## config.mk

```make
export PLATFORM = sky130hd
export DESIGN_NAME = ad_absorb_flat
export DESIGN_NICKNAME = d
export VERILOG_FILES = /design/src/rtl/ad_absorb_if.sv /design/src/rtl/ad_absorb.sv /design/src/flat_wrapper.sv
export SDC_FILE = /design/constraint.sdc
export NUM_CORES = 1
export LEC_CHECK = 0
export CAP_MARGIN = 30
export CORE_AREA = 2 2 243 245
export DETAILED_ROUTE_END_ITERATION = 12
export DIE_AREA = 0 0 245 247
export DONT_BUFFER_PORTS = 1
export HOLD_SLACK_MARGIN = 0.1
export SYNTH_ARGS = -nofsm -noshare
export SYNTH_HDL_FRONTEND = slang
export SYNTH_SLANG_ARGS = --single-unit
```

## constraint.sdc

```tcl
create_clock -name clk -period 22.5 [get_ports clk]
set_clock_uncertainty 0.2 [all_clocks]
set_input_delay 2.25 -clock clk [delete_from_list [all_inputs] [get_ports clk]]
set_output_delay 2.25 -clock clk [all_outputs]
set_load 0.02 [all_outputs]
```

## src/rtl/ad_absorb_if.sv

```systemverilog
// Handshake/data bundle between the AD-absorb block and its neighbours.
// Suffixes are from the ad_absorb point of view.
interface ad_absorb_if #(
    parameter int AD_LEN_W = 16
);
    logic                start_i;
    logic [292:0]        state_in_i;
    logic [AD_LEN_W-1:0] ad_len_i;
    logic [7:0]          ad_data_i;
    logic                ad_valid_i;
    logic                ad_ready_o;
    logic [292:0]        state_out_o;
    logic                busy_o;
    logic                done_o;

    modport master (
        output start_i, state_in_i, ad_len_i, ad_data_i, ad_valid_i,
        input  ad_ready_o, state_out_o, busy_o, done_o
    );

    modport slave (
        input  start_i, state_in_i, ad_len_i, ad_data_i, ad_valid_i,
        output ad_ready_o, state_out_o, busy_o, done_o
    );
endinterface

```

## src/rtl/ad_absorb.sv

```systemverilog
// ACORN-128 associated-data phase: absorbs AD one bit per clock, then runs the
// 256-step AD padding on the 293-bit state.
module ad_absorb #(
    parameter int AD_LEN_W = 16,
    parameter int PAD_BITS = 256
) (
    input  logic        clk,
    input  logic        rst,
    ad_absorb_if.slave  bus
);
    localparam int                PAD_W    = $clog2(PAD_BITS);
    localparam logic [PAD_W-1:0]  PAD_LAST = PAD_W'(PAD_BITS - 1);
    localparam logic [PAD_W-1:0]  PAD_HALF = PAD_W'(PAD_BITS / 2);

    typedef enum logic [2:0] {
        S_IDLE,
        S_WAIT_BYTE,
        S_SHIFT,
        S_PAD,
        S_DONE
    } state_e;

    state_e              state_q, state_d;
    logic [292:0]        st_q, st_d;
    logic [7:0]          byte_q, byte_d;
    logic [2:0]          bit_q, bit_d;
    logic [PAD_W-1:0]    pad_q, pad_d;
    logic [AD_LEN_W-1:0] left_q, left_d;
    logic                ready, busy, done;

    function automatic logic maj(input logic x, input logic y, input logic z);
        return (x & y) ^ (x & z) ^ (y & z);
    endfunction

    function automatic logic ch(input logic x, input logic y, input logic z);
        return (x & y) ^ (~x & z);
    endfunction

    // One state_update128 step; each LFSR tap update reads the not-yet-updated
    // lower tap, and ks/f read the updated taps.
    function automatic logic [292:0] acorn_step(input logic [292:0] s, input logic m,
                                                input logic ca, input logic cb);
        logic [292:0] t;
        logic         ks;
        logic         f;
        t      = s;
        t[289] = s[289] ^ s[235] ^ s[230];
        t[230] = s[230] ^ s[196] ^ s[193];
        t[193] = s[193] ^ s[160] ^ s[154];
        t[154] = s[154] ^ s[111] ^ s[107];
        t[107] = s[107] ^ s[66]  ^ s[61];
        t[61]  = s[61]  ^ s[23]  ^ s[0];
        ks = t[12] ^ t[154] ^ maj(t[235], t[61], t[193]) ^ ch(t[230], t[111], t[66]);
        f  = t[0] ^ ~t[107] ^ maj(t[244], t[23], t[160]) ^ (ca & t[196]) ^ (cb & ks);
        return {f ^ m, t[292:1]};
    endfunction

    always_ff @(posedge clk or posedge rst) begin
        if (rst) begin
            state_q <= S_IDLE;
            st_q    <= '0;
            byte_q  <= '0;
            bit_q   <= '0;
            pad_q   <= '0;
            left_q  <= '0;
        end else begin
            // NOTE: non-blocking assignments so every register samples the
            // pre-edge values computed by the combinational process.
            state_q <= state_d;
            st_q    <= st_d;
            byte_q  <= byte_d;
            bit_q   <= bit_d;
            pad_q   <= pad_d;
            left_q  <= left_d;
        end
    end

    always_comb begin
        // NOTE: every signal driven here gets a default first, so no path can
        // leave one unassigned and infer a latch.
        state_d = state_q;
        st_d    = st_q;
        byte_d  = byte_q;
        bit_d   = bit_q;
        pad_d   = pad_q;
        left_d  = left_q;
        ready   = 1'b0;
        busy    = 1'b0;
        done    = 1'b0;

        case (state_q)
            S_IDLE: begin
                if (bus.start_i) begin
                    st_d    = bus.state_in_i;
                    left_d  = bus.ad_len_i;
                    pad_d   = '0;
                    state_d = (bus.ad_len_i == '0) ? S_PAD : S_WAIT_BYTE;
                end
            end
            S_WAIT_BYTE: begin
                ready = 1'b1;
                busy  = 1'b1;
                if (bus.ad_valid_i) begin
                    byte_d  = bus.ad_data_i;
                    bit_d   = '0;
                    if (left_q != '0) left_d = left_q - 1'b1;
                    state_d = S_SHIFT;
                end
            end
            S_SHIFT: begin
                busy  = 1'b1;
                st_d  = acorn_step(st_q, byte_q[bit_q], 1'b1, 1'b1);
                bit_d = bit_q + 3'd1;
                if (bit_q == 3'd7) begin
                    if (left_q != '0) begin
                        state_d = S_WAIT_BYTE;
                    end else begin
                        pad_d   = '0;
                        state_d = S_PAD;
                    end
                end
            end
            S_PAD: begin
                busy  = 1'b1;
                st_d  = acorn_step(st_q, pad_q == '0, pad_q < PAD_HALF, 1'b1);
                pad_d = pad_q + 1'b1;
                if (pad_q == PAD_LAST) state_d = S_DONE;
            end
            S_DONE: begin
                done    = 1'b1;
                state_d = S_IDLE;
            end
            default: state_d = S_IDLE;
        endcase
    end

    assign bus.ad_ready_o  = ready;
    assign bus.busy_o      = busy;
    assign bus.done_o      = done;
    assign bus.state_out_o = st_q;
endmodule

```

## src/flat_wrapper.sv

```systemverilog
// flat-port wrapper written by rule: the top's interface ports become plain ports
module ad_absorb_flat 
#(
    parameter int AD_LEN_W = 16,
    parameter int PAD_BITS = 256
)
  (clk, rst, bus_start_i, bus_state_in_i, bus_ad_len_i, bus_ad_data_i, bus_ad_valid_i, bus_ad_ready_o, bus_state_out_o, bus_busy_o, bus_done_o);
  ad_absorb_if #(.AD_LEN_W(AD_LEN_W)) bus_i ();
  input  logic clk;
  input  logic rst;
  input wire logic [$bits(bus_i.start_i)-1:0] bus_start_i;
  input wire logic [$bits(bus_i.state_in_i)-1:0] bus_state_in_i;
  input wire logic [$bits(bus_i.ad_len_i)-1:0] bus_ad_len_i;
  input wire logic [$bits(bus_i.ad_data_i)-1:0] bus_ad_data_i;
  input wire logic [$bits(bus_i.ad_valid_i)-1:0] bus_ad_valid_i;
  output wire logic [$bits(bus_i.ad_ready_o)-1:0] bus_ad_ready_o;
  output wire logic [$bits(bus_i.state_out_o)-1:0] bus_state_out_o;
  output wire logic [$bits(bus_i.busy_o)-1:0] bus_busy_o;
  output wire logic [$bits(bus_i.done_o)-1:0] bus_done_o;
  assign bus_i.start_i = bus_start_i;
  assign bus_i.state_in_i = bus_state_in_i;
  assign bus_i.ad_len_i = bus_ad_len_i;
  assign bus_i.ad_data_i = bus_ad_data_i;
  assign bus_i.ad_valid_i = bus_ad_valid_i;
  assign bus_ad_ready_o = bus_i.ad_ready_o;
  assign bus_state_out_o = bus_i.state_out_o;
  assign bus_busy_o = bus_i.busy_o;
  assign bus_done_o = bus_i.done_o;
  ad_absorb #(.AD_LEN_W(AD_LEN_W), .PAD_BITS(PAD_BITS)) u_core (.clk(clk), .rst(rst), .bus(bus_i));
endmodule
```

-- Word level (Yosys, flattened, before mapping)
Cells that the tools add are included.
- bitwise logic cells: 39
- magnitude comparators: 2
- mux-type cells: 24
- reduce and logical (&&, ||, !) cells: 14
- add/subtract/negate cells: 3
- equality and inequality tests: 12
- operators with widths (cell ; count):
    one-hot mux 293 bit (3 select lines) ; 1
    two-way mux 293 bit ; 1
    two-way mux 16 bit ; 3
    one-hot mux 16 bit (2 select lines) ; 1
    bitwise XOR 1 bit ; 28
    two-way mux 8 bit ; 3
    one-hot mux 8 bit (3 select lines) ; 1
    logical NOT 16 bit ; 1
    nonzero test 16 bit ; 1
    subtractor 16 x 1 -> 16 bit, second input constant ; 1
    two-way mux 3 bit ; 5
    one-hot mux 3 bit (4 select lines) ; 1
    AND reduction 4 bit ; 3
    bitwise AND 1 bit ; 9
    adder 8 x 1 -> 8 bit, second input constant ; 1
    == test 8 bit, second input constant ; 1
    logical NOT 8 bit ; 1
    < comparator 8 bit, second input constant ; 1
    == test 3 x 2 -> 1 bit, second input constant ; 2
    == test 3 bit, second input constant ; 2
    inequality test 2 x 1 -> 1 bit, second input constant ; 3
    inequality test 2 bit, second input constant ; 3
    one-hot mux 3 bit (2 select lines) ; 1
    AND reduction 2 bit ; 3
    other kinds (11) ; 17
- flip-flop bits (word level): 331
- word-level logic and storage cells: 100
- input bits: 321
- output and inout bits: 296

-- Depth between registers and ports, before layout
Gate-level depths: netlist (run 1).
- depth in word-level cells: 10
- gate-level depth with buffers: 9
- mapped depth without buffers: 8

-- Worst setup path before layout (run 1)
No wires, ideal clock.
- path type: flip-flop to output port
- start point: register u_core.state_q[1]
- end point: output port bus_ad_ready_o
- arrival time: 1.682 ns
- required time: 20.050 ns
- path buffers: 2
- path slack: 18.368 ns
- cell stages (with the launch flop): 6
- cells stage by stage: dfrtp_1 -> or2_2 -> or2_2 -> clkbuf_1 -> inv_1 -> clkbuf_1
- longest elaborated chain between the ends: 2
- RTL lines (what ; line ; source):
    start, declared ; ad_absorb.sv:23 ; state_e state_q, state_d;
    start signal, assigned ; ad_absorb.sv:69 ; state_q <= state_d;
    == test 3 x 1 -> 1 bit ; ad_absorb.sv:91 ; case (state_q)
    two-way mux 1 bit ; ad_absorb.sv:91 ;
    end, declared ; flat_wrapper.sv:16 ; output wire logic [$bits(bus_i.ad_ready_o)-1:0] bus_ad_ready_o;
Every way passes these cells.

-- Final worst setup path (run 1)
- start point: register u_core.state_q[2]
- end point: output port bus_ad_ready_o
Same word-level chain as after synthesis.

==> results of run 1 <==
power by group through the flow:
stage	Clock [uW]	Sequential, uW	Combinational, uW
floorplan	0	1360	805
global placement	0	1510	951
detailed placement	0	1520	994
CTS	592	1510	997
global route	618	1540	1120
finish	577	1510	987
worst max-delay path by stage:
stage	endpoint	slack, ns	cells past startpoint
2_1_floorplan	u_core.bit_q[0]$_DFFE_PP0P_	10.88	1
3_3_place_gp	u_core.bus.state_out_o[126]$_DFFE_PP0P_	17.57	3
3_5_place_dp	u_core.bus.state_out_o[127]$_DFFE_PP0P_	17.52	3
4_1_cts	bus_ad_ready_o	17.43	3
5_1_grt	bus_ad_ready_o	17.28	3
6_report	bus_ad_ready_o	17.46	3
cell usage after synthesis, types with 6 or more instances:
master	count	area [um^2]
a21oi_1	25	125
a31oi_1	41	257
buf_1	10	37.5
clkbuf_1	97	364
dfrtp_1	331	8280
inv_1	15	56.3
mux2_2	8	90.1
nand2_1	103	387
nand3_1	6	30.0
nor2_1	560	2100
nor3_1	8	40.0
nor4_1	6	37.5
o21ai_0	37	185
o22ai_1	250	1560
metrics by stage:
stage,util [%],hold slack (ns)
detailed placement,25.9,0.294
floorplan,-,0.261
finish,28.0,0.311
CTS,27.9,0.307
global placement,25.9,0.286
global route,28.0,0.313
cell type report:
type | count | area [um^2] | share of cell area (%)
Clock inverter | 11 | 88.8 | 0.545
Tap cell | 773 | 967 | 5.94
Timing Repair Buffer | 19 | 183 | 1.12
Sequential cell | 331 | 8280 | 50.9
Antenna cell | 3 | 7.51 | 0.0461
Inverter | 15 | 63.8 | 0.392
Multi-Input combinational cell | 1122 | 5640 | 34.6
Clock buffer | 49 | 1050 | 6.45
registers in the layout, indices dropped and copies added, names as in the netlist:
name / count
u_core.bus.state_out_o: 293
u_core.state_q: 3
u_core.left_q: 16
u_core.byte_q: 8
u_core.pad_q: 8
u_core.bit_q: 3
logic make-up after synthesis:
family | synth area share (%)
and+or+nand+nor | 19.5
AOI/OAI and AO/OA | 16.0
DFF | 57.4
buffers and inverters | 3.64
xor gates and xnor gates | 1.70
muxes | 1.15
adders and majority gates | 0.573
per-layer routing:
metal  track usage [%]  part of all wire [%]
met5                 0                 0.026
met3              5.01                   9.1
met1              18.0                    38
met4              6.62                   4.1
met2              26.0                    49
worst register-to-register path: cells and delay by family (launching register included):
| kind | cells | cell delay (ns) |
|---|---|---|
| AO/OA/AOI/OAI | 1 | 0.42 |
| buffers and inverters | 2 | 1.58 |
| flip-flops | 1 | 0.62 |
| AND/OR/NAND/NOR | 2 | 0.78 |
==> summary.txt, run 1 <==
Clock network power share: 18.8%
Reg2Reg Setup Slack: 18.84 ns
PwrDens: 189 nW/um^2
Later-pin clock latency in the skew report: 0.53 ns
CTS H-tree lvls: 2
Final Instance Area: 16300 um^2
Seq/Total Area, Yosys: 57.4%
Global-route wire length before repair: 71.8 mm
Hpwl dp: 36.7 mm
Vias: 12000
R2R Path End: u_core.bus.state_out_o[188]$_DFFE_PP0P_
Final WS setup: 17.46 ns
Crit-path cells: or2_2 > or2_2 > inv_1
TritonCTS clock tree: built
Vias in the first global route: 11500
Layout cells sized above 1: 6.40%
Most frequent cells in the layout: 559 x nor2_1, 331 x dfrtp_1, 250 x o22ai_1
Final Power: 3070 uW
Async SR Flop Fraction: 100%
Final hold viol count: 0
Port Buffer Count: 0
Warnings from Yosys: 0
Crit. Startpoint: u_core.state_q[2]$_DFFE_PP0P_
Chip width: 245 um
Fillers: 6138
Std-Cell Rows: 89
Syn Nets: 1908
Minimum clock period: 5.04 ns
Hold Path End: u_core.byte_q[3]$_DFFE_PP0P_
Post-Syn Instances: 1582
Dominant synthesized flop cell: dfrtp_1
DR DRC count: 0
Crit-path most repeated cell: or2_2
Nets: 1852
Seq pwr share: 49.1%
Avg Cell Area, Syn: 9.12 um^2
Worst-case reg-to-reg path depth: 5
Slew Viols, Final: 0
WP buf/inv: 1
Final setup vio count: 0
Placement Cell Area: 15100 um^2
CTS resizes: 0
Slowest cell on crit path: inv_1
# IOs: 617
Worst setup EP type: output port
Post-CTS setup buffer count: 0
GRT overflow: 0
Cell Area, Synth: 14400 um^2
Clk sinks: 331
Synth Register Bits: 331
CP Launch Type: register
Initial Util: 24.8%
Slew @ Worst Pin: 1.03 ns
DP Cell Count: 2258
Clk slew on worst S/H paths: 0.06 ns
Fin cells: 2323
Core Area: 58200 um^2
VDD IR-drop max: 0.0820 mV
Total CTS buffers: 37
Initial DRC count: 820
Max stage delay on crit path: 0.65 ns
Die H: 247 um
Worst r2r src: u_core.state_q[2]$_DFFE_PP0P_
Pre-CTS setup slack: 17.52 ns
Vias per std cell: 5.16
Crit-path max FO: 27
Drt first pass iters: 5
Max Root-Sink Buffers: 3
Switching share of power: 47.8%
HP Start: u_core.byte_q[3]$_DFFE_PP0P_
Type of the worst setup path: reg2out
FMAX: 0.198 GHz
WL final: 50.0 mm
RSZ-0062 raised after global routing: false
Setup TNS: 0 ns
DIE AREA: 60500 um^2
Relative slew margins: 31.6%
GRT Overall Usage: 15.4%
Synth-to-layout area growth: 12.9%
Drt wl/cell: 21.5 um
Root buf cell: clkbuf_16
Gp weighted congestion: 0.854
Synth unique cells: 57
Sw Pwr: 1470 uW
Count of flip-flops with a built-in enable after synthesis: 0
Max-cap check violation count: 0
Remaining antenna violation count: 0
Initial antenna violation count: 4
Critical path's top delay family: simple AND/OR/NAND/NOR gates
Worst EP arrival: 2.59 ns
Commonest non-fill, non-tap cell in the layout: nor2_1
Leak pwr: 0.00642 uW
Largest net degree at the start of global routing: 126
Worst Hold Class: reg2reg
Combinational share of power: 32.1%
Status: finished clean
Internal power: 1600 uW
Worst path required time: 20.05 ns
Post-cts hold buffer count: 0
Period utilization: 22.4%
Worst Hold Depth: 1
(Power assumes the default switching activity.)
==> inputs of run 2 (changes only) <==
--- a/config.mk
+++ b/config.mk
@@ -6,9 +6,9 @@
 export NUM_CORES = 1
 export LEC_CHECK = 0
 export CAP_MARGIN = 30
-export CORE_AREA = 2 2 243 245
+export CORE_AREA = 2 2 237 239
 export DETAILED_ROUTE_END_ITERATION = 12
-export DIE_AREA = 0 0 245 247
+export DIE_AREA = 0 0 239 241
 export DONT_BUFFER_PORTS = 1
 export HOLD_SLACK_MARGIN = 0.1
 export SYNTH_ARGS = -nofsm -noshare
==> constraint.sdc (replaced) <==
create_clock -name clk -period 4.3 [get_ports clk]
set_clock_uncertainty 0.2 [all_clocks]
set_input_delay 0.43 -clock clk [delete_from_list [all_inputs] [get_ports clk]]
set_output_delay 0.43 -clock clk [all_outputs]
set_load 0.02 [all_outputs]
==> summary.txt, run 2 (same netlist as run 1, synthesis figures left out) <==
Seq pwr share: 46.8% (-2.3 points)
Reg area: 8280 um^2 (unchanged)
Crit-path cells: or2_2 > or2_2 > inv_1
Worst EP arrival: 2.55 ns (-0.04 ns)
RSZ-0062 raised after global routing: false
Root buf cell: clkbuf_16
Slew @ Worst Pin: 0.984 ns (-0.0417 ns)
Global-route wire length before repair: 79.5 mm (+11%)
DR DRC count: 0 (unchanged)
Gp weighted congestion: 0.835 (-2.2%)
Vias per std cell: 5.24 (+1.7%)
Most frequent cells in the layout: 559 x nor2_1, 331 x dfrtp_1, 319 x dlygate4sd3_1
Setup TNS: 0 ns (unchanged)
Switching share of power: 46.6% (-1.2 points)
CTS resizes: 0 (unchanged)
Commonest non-fill, non-tap cell in the layout: nor2_1
Final setup vio count: 0 (unchanged)
Minimum clock period: 3.18 ns
GRT overflow: 0 (unchanged)
Final hold viol count: 0 (unchanged)
Nets: 2181 (+18%)
PwrDens: 862 nW/um^2 (+360%)
Later-pin clock latency in the skew report: 0.54 ns (about the same)
Vias: 13600 (+13%)
Vias in the first global route: 13300 (+15%)
Hpwl dp: 37.1 mm (+1.2%)
Worst setup EP type: output port
Worst Hold Class: in2reg
Slowest cell on crit path: inv_1
Clk slew on worst S/H paths: 0.06 ns (about the same)
Chip width: 239 um (-2.4%)
Relative slew margins: 34.4% (+2.8 points)
Drt wl/cell: 21.2 um (-1.5%)
Status: finished clean
# IOs: 617 (unchanged)
Layout cells sized above 1: 5.74% (-0.65 points)
Internal power: 9070 uW (+470%)
GRT Overall Usage: 17.7% (+2.3 points)
Std-Cell Rows: 86 (-3.4%)
VDD IR-drop max: 0.395 mV (+380%)
CTS H-tree lvls: 2 (unchanged)
Remaining antenna violation count: 0 (unchanged)
Largest register FFs: 293 (unchanged)
Core Area: 54900 um^2 (-5.8%)
FMAX: 0.314 GHz
Total CTS buffers: 39 (+5.4%)
Type of the worst setup path: reg2out
Max Root-Sink Buffers: 3 (unchanged)
TritonCTS clock tree: built
Crit-path most repeated cell: or2_2
Drt first pass iters: 5 (unchanged)
Final Power: 17000 uW (+450%)
Clk sinks: 331 (unchanged)
Multi-input logic area: 5640 um^2 (unchanged)
Max stage delay on crit path: 0.61 ns (-0.04 ns)
WL final: 54.8 mm (+9.7%)
CP Launch Type: register
Clock network power share: 20.4% (+1.6 points)
Initial Util: 26.3% (+1.5 points)
Sw Pwr: 7930 uW (+440%)
Largest net degree at the start of global routing: 128 (+1.6%)
Port Buffer Count: 0 (unchanged)
Crit-path max FO: 27 (unchanged)
Fillers: 5310 (-13%)
Max-cap check violation count: 0 (unchanged)
Slew Viols, Final: 0 (unchanged)
Worst path required time: 3.67 ns (-16.38 ns)
Initial antenna violation count: 8 (+4)
Initial DRC count: 1036 (+26%)
Combinational share of power: 32.8% (+0.7 points)
Leak pwr: 0.00790 uW (+23%)
Synth-to-layout area growth: 36.8%
Period utilization: 74.0%
Die H: 241 um (-2.4%)
DIE AREA: 57600 um^2 (-4.8%)
==> run 2: final timing paths <==
| kind | from | slack (ns) | to | cells after the start |
|---|---|---|---|---|
| setup / recovery | u_core.state_q[2]$_DFFE_PP0P_ | 1.12 | bus_ad_ready_o | 3 |
| hold / removal | bus_ad_valid_i | 0.18 | u_core.bit_q[2]$_DFFE_PP0P_ | 3 |
| setup reg to reg | u_core.state_q[2]$_DFFE_PP0P_ | 1.13 | u_core.byte_q[5]$_DFFE_PP0P_ | 5 |
| hold reg to reg | u_core.byte_q[4]$_DFFE_PP0P_ | 0.30 | u_core.byte_q[4]$_DFFE_PP0P_ | 1 |
| max in group asynchronous | rst | 2.41 | u_core.bus.state_out_o[72]$_DFFE_PP0P_ | 3 |
| min in group asynchronous | rst | 0.27 | u_core.left_q[7]$_DFFE_PP0P_ | 2 |
==> run 2: worst max-delay path, delay by kind of cell, from the launching register on <==
kind | cells | cell delay (ns)
buffers and inverters | 1 | 0.61
flip-flops | 1 | 0.54
AND/OR/NAND/NOR | 2 | 0.86
==> run 2: metal layers <==
metal / wire, um / global-route usage (%) / vias up
li1: - / - / 6059
met1: 20700 / 20.6 / 6550
met2: 26500 / 29.7 / 806
met3: 5390 / 6.15 / 151
met4: 2160 / 7.42 / 8
met5: 55 / 0 / -
==> run 2: power groups by stage <==
stage               Clock (uW)  Sequential (uW)  Combinational (uW)
floorplan                    0             7110                4210
global placement             0             7930                5030
finish                    3470             7960                5580
CTS                       3560             7920                5500
global route              3680             8130                6190
detailed placement           0             7970                5240
==> run 2: final cells by class <==
class	count	area share (%)
timing repair buffer	346	17.8
clock buffer	57	5.86
sequential	331	42.0
inverter	15	0.304
antenna	4	0.0507
tap	704	4.46
multi-input combinational	1122	28.6
clock inverter	9	0.894
==> run 2: what timing repair did <==
action                                 CTS  global route
endpoints found under the hold margin  345             0
hold buffers                           319             0
buffers inserted                         0             0
==> run 2: metrics by stage <==
step                setup slack [ns]  util (%)  instance area [um^2]  std cells  hold slack [ns]
finish                          1.12      36.0                 19700       2588            0.181
global route                   0.954      35.9                 19700       2587            0.197
CTS                             1.10      35.9                 19700       2584            0.146
detailed placement              1.17      27.7                 15200       2199            0.235
global placement                1.27      27.7                 15200       2199            0.219
floorplan                     -0.751         -                 14400       1582            0.261
